**config.mk**
```make
export PLATFORM = sky130hd
export DESIGN_NAME = mac_accum_nbits
export DESIGN_NICKNAME = d
export VERILOG_FILES = /design/src/rtl/mac_accum_nbits.sv
export SDC_FILE = /design/constraint.sdc
export NUM_CORES = 1
export LEC_CHECK = 0
export BUFFER_PORTS_ARGS = -buffer_cell sky130_fd_sc_hd__buf_2
export CAP_MARGIN = 25
export CORE_MARGIN = 3
export CORE_UTILIZATION = 30
export DETAILED_ROUTE_END_ITERATION = 16
export PLACE_DENSITY = 0.46
export SLEW_MARGIN = 40
export SYNTH_ARGS = -nofsm -noshare
export SYNTH_HDL_FRONTEND = slang
export SYNTH_SLANG_ARGS = --single-unit
```
**constraint.sdc**
```tcl
create_clock -name clk -period 3.9 [get_ports clk]
set_input_delay 0 -clock clk [delete_from_list [all_inputs] [get_ports clk]]
set_output_delay 0 -clock clk [all_outputs]
set_load 0.01 [all_outputs]
```
**src/rtl/mac_accum_nbits.sv**
```systemverilog
// Streaming signed multiply-accumulate feeding ReLU_Nbits.
// Accepts K pairs of N-bit signed operands over valid/ready and emits one
// 2N-bit signed dot product per K accepted beats, held until Out_ready.
// Build option: define MAC_ACC_SATURATE_EN to clamp the result to the 2N-bit
// signed range; otherwise the result wraps (low 2N bits of the sum).
module mac_accum_nbits #(
  parameter int N = 4,
  parameter int K = 4
) (
  input  logic             clk,
  input  logic             rst,
  input  logic [N-1:0]     In_A,
  input  logic [N-1:0]     In_B,
  input  logic             In_valid,
  output logic             In_ready,
  output logic [2*N-1:0]   Out,
  output logic             Out_valid,
  input  logic             Out_ready
);

  // Accumulator is wide enough that K full-range products never wrap.
  localparam int AW = 2*N + $clog2(K) + 1;
  localparam int CW = (K > 1) ? $clog2(K) : 1;
  localparam logic [CW-1:0] LAST = CW'(K-1);

`ifdef MAC_ACC_SATURATE_EN
  localparam logic signed [AW-1:0] SAT_MAX = AW'((2**(2*N-1)) - 1);
  localparam logic signed [AW-1:0] SAT_MIN = AW'(-(2**(2*N-1)));
`endif

  typedef enum logic {ACC, HOLD} state_t;

  state_t                 state;
  logic signed [AW-1:0]   acc;
  logic [CW-1:0]          cnt;

  logic signed [2*N-1:0]  a_ext;
  logic signed [2*N-1:0]  b_ext;
  logic signed [2*N-1:0]  prod;
  logic signed [AW-1:0]   sum;

  // Reduce the wide running sum to the 2N-bit output format.
  function automatic logic [2*N-1:0] fmt(input logic signed [AW-1:0] s);
`ifdef MAC_ACC_SATURATE_EN
    if (s > SAT_MAX)
      return SAT_MAX[2*N-1:0];
    else if (s < SAT_MIN)
      return SAT_MIN[2*N-1:0];
    else
      return s[2*N-1:0];
`else
    return s[2*N-1:0];
`endif
  endfunction

  // Operands are sign-extended to 2N bits so the product is computed exactly.
  assign a_ext = {{N{In_A[N-1]}}, In_A};
  assign b_ext = {{N{In_B[N-1]}}, In_B};
  assign prod  = a_ext * b_ext;
  assign sum   = acc + {{(AW-2*N){prod[2*N-1]}}, prod};

  // Ready depends on state alone, so there is no path from Out_ready.
  assign In_ready = (state == ACC);

  // Accumulate K accepted beats, then hold the result until it is taken.
  always_ff @(posedge clk) begin
    if (rst) begin
      state     <= ACC;
      acc       <= '0;
      cnt       <= '0;
      Out       <= '0;
      Out_valid <= 1'b0;
    end else begin
      case (state)
        ACC: begin
          if (In_valid) begin
            if (cnt == LAST) begin
              Out       <= fmt(sum);
              Out_valid <= 1'b1;
              acc       <= '0;
              cnt       <= '0;
              state     <= HOLD;
            end else begin
              acc <= sum;
              cnt <= cnt + CW'(1);
            end
          end
        end
        HOLD: begin
          if (Out_ready) begin
            Out_valid <= 1'b0;
            state     <= ACC;
          end
        end
        default: state <= ACC;
      endcase
    end
  end

endmodule

```
==> impl_metrics.tcl <==
set metrics [dict create \
    insertion_delay_ps 260 \
    met2_usage 0.196 \
    synth_area_per_cell_um2 9.02 \
    globalRoute.totalOverflow 0 \
    grt_start_max_net_pins 24 \
    final_common_cell "buf_2" \
    portBuffers 21 \
    final.setup_skew_ps 9.16 \
    nNetsFinal 255 \
    share_of_post_route_cells_with_drive_strength_above_1 0.184 \
    met3_usage 0.0147 \
    die_area_um2 6300 \
    fillers 551 \
    report.final.slew_viol_count 0 \
    synth-seq-cells 20 \
    drt-initial-drc-count 21 \
    grt_pass1_vias 1387 \
    std_cell_rows 26 \
    antenna_left 0 \
    drtPass1Iterations 4 \
    path_cells "buf_2 > nand2b_1 > fa_1 > fa_1 > fa_1 > inv_1 > ha_1 > fa_1 > ha_1 > and2_4 > a221o_1 > or3_1 > a32oi_1 > nor2_1" \
    multiInputGateArea_um2 1160 \
    grt_antenna_before_repair 0 \
    cts_tree "done" \
    critical_path_class "in -> reg" \
    pre_cts_slack_ps -161 \
    dominantRegCellSynth "dfxtp_1" \
    synthArstFlopShare 0 \
    worstMarginPinSlew_ps 542 \
    total_power_mw 1.03 \
    powerDensity_nw_per_um2 526 \
    postSynthCellCount 179 \
    yosysUniqueCellTypes 37 \
    max-cap-violations 0 \
    path_clk_slew_ps 80 \
    fp.coreArea_um2 5170 \
    timing.critical_path.from_type "input port" \
    timing.final.ws_setup_ps 119 \
    chipHeight_um 79.4 \
    wl_per_cell_um 11.9 \
    path_max_fanout 4 \
    synth_nets 221 \
    gp_congestion 0.725 \
    final_hold_viol_count 0 \
    route.detailed.vias_per_inst 4.59 \
    timing.critical_path.required_ps 4040 \
    period_needed_ps 3780 \
    placement.cell_area_um2 1870 \
    finalInstanceArea_um2 1950 \
    place_inst 277 \
    rsz0062_at_grt "false" \
    ioPinCount 22 \
    diodes 0 \
    element_type_at_the_critical_path_end "register" \
    leakage_nw 0.949 \
    ctsRootBufferMaster "clkbuf_8" \
    busiest_layer "met2" \
    run_status "complete, no violations" \
    cts_resized 0 \
    regArea_um2 400 \
    finalSetupViolCount 0 \
    crit_path_frequent_cell "fa_1" \
    grtUsageTotal 0.122 \
    netlist_top_cells_area "dfxtp_1 (25%), ha_1 (15%), fa_1 (12%)" \
    dp.final_hpwl_um 2650 \
    instances_no_fill 282 \
    grt_first_pass_wirelength_um 6110 \
    fmax_mhz 264 \
    grt_util_met1 0.165 \
    synthDominantAreaCellType "dfxtp_1" \
    power.ir.vdd_worst_v 0.000286 \
    clock_tree.htree_level_count 1 \
    vias 1294 \
    die_width_um 79.4 \
    cts_setup_buffers 0 \
    most-common-layout-cells "buf_2 (21), dfxtp_1 (20), ha_1 (20)" \
    numCtsBuffers 3 \
    critPathSlowestCell "fa_1" \
    crit_path_max_incr_delay_ps 550 \
    ys_seq_area_frac 0.248 \
    setup_tns_ps 0 \
    clock-sinks 20 \
    layout_worst_path_cycle_share 0.969 \
    initial_core_util 0.312 \
    slew_headroom 0.637 \
    detail_route.wirelength_um 3350 \
    yosysWarningCount 0 \
    detail_route.drc_violations 0 \
    netlist_area_before_placement_um2 1620 \
    cts_max_path_buffers 2 \
    synth_top_area_frac 0.248 \
    synth_edf_count 0 \
    hold_removal_path_class "in -> reg" \
    area_added_between_synthesis_and_finish_pct 20.9 \
    timing.critical_path.arrival_ps 3920 \
]
[final timing paths]
check,cells past startpoint,end,from,slack [ps]
worst max register to register,8,Out[6],acc[0],1660
worst max-delay path,14,acc[5],In_A[0],120
worst min-delay path,2,acc[2],rst,150
worst min register to register,2,Out[4],Out[4],460
[kinds of logic after synthesis]
kind of cell | count (synthesis) | share of synthesized area
and+or+nand+nor | 64 | 0.194
AOI/OAI and AO/OA | 39 | 0.166
adders and majority gates | 30 | 0.279
DFF | 20 | 0.248
buffers and inverters | 15 | 0.0349
xor gates and xnor gates | 11 | 0.0782
[per-stage QoR]
| stage | util | hold WS [ps] |
|---|---|---|
| final | 0.378 | 149 |
| after global routing | 0.378 | 175 |
| after CTS | 0.378 | 140 |
| after detailed placement | 0.362 | 290 |
| after global placement | 0.362 | 288 |
| after floorplan | - | 107 |
[layout make-up]
class / count / area share
Clock buffer: 3 / 0.0211
Clock inverter: 1 / 0.0154
Sequential cell: 20 / 0.205
Multi-Input combinational cell: 144 / 0.593
Inverter: 12 / 0.0231
Timing Repair Buffer: 32 / 0.0974
Tap cell: 70 / 0.0448
[report_power, final]
group	internal, mW	switching (mW)	total [mW]
combinational	0.290	0.281	0.570
sequential	0.231	0.0166	0.248
clock	0.137	0.0726	0.210
[registers in the layout, indices dropped and copies added, names as in the netlist]
| signal | cells |
|---|---|
| Out | 8 |
| Out_valid | 1 |
| acc | 8 |
| cnt | 2 |
| state | 1 |
[synth_stat cells (2+ instances only)]
cell,n
a21o_1,6
a21oi_1,17
a22oi_1,3
and2_1,9
and3_1,3
clkbuf_1,3
dfxtp_1,20
fa_1,10
ha_1,20
inv_1,12
nand2_1,19
nand2b_1,2
nand3_1,5
nand3b_1,3
nor2_1,15
nor3_1,3
o31ai_1,2
xnor2_1,6
xor2_1,3
[layer usage]
metal | part of all wire | wire (um) | up-vias
li1 | - | - | 696
met1 | 0.53 | 1790 | 572
met2 | 0.42 | 1400 | 21
met3 | 0.030 | 101 | 5
met4 | 0.018 | 61 | 0
met5 | 0 | 0 | -
[what timing repair did]
| item | 4_1_cts | 5_1_grt |
|---|---|---|
| hold buffers | 1 | 0 |
| endpoints found under the hold margin | 1 | 0 |
| setup endpoints to repair | 0 | 4 |
[worst max-delay path, delay by kind of cell]
kind                     cells  cell delay (ps)
AO/OA/AOI/OAI                2              520
adder cells (fa/ha/maj)      6             2510
buffers and inverters        2              150
AND/OR/NAND/NOR              4              740
(Power assumes the default switching activity.)
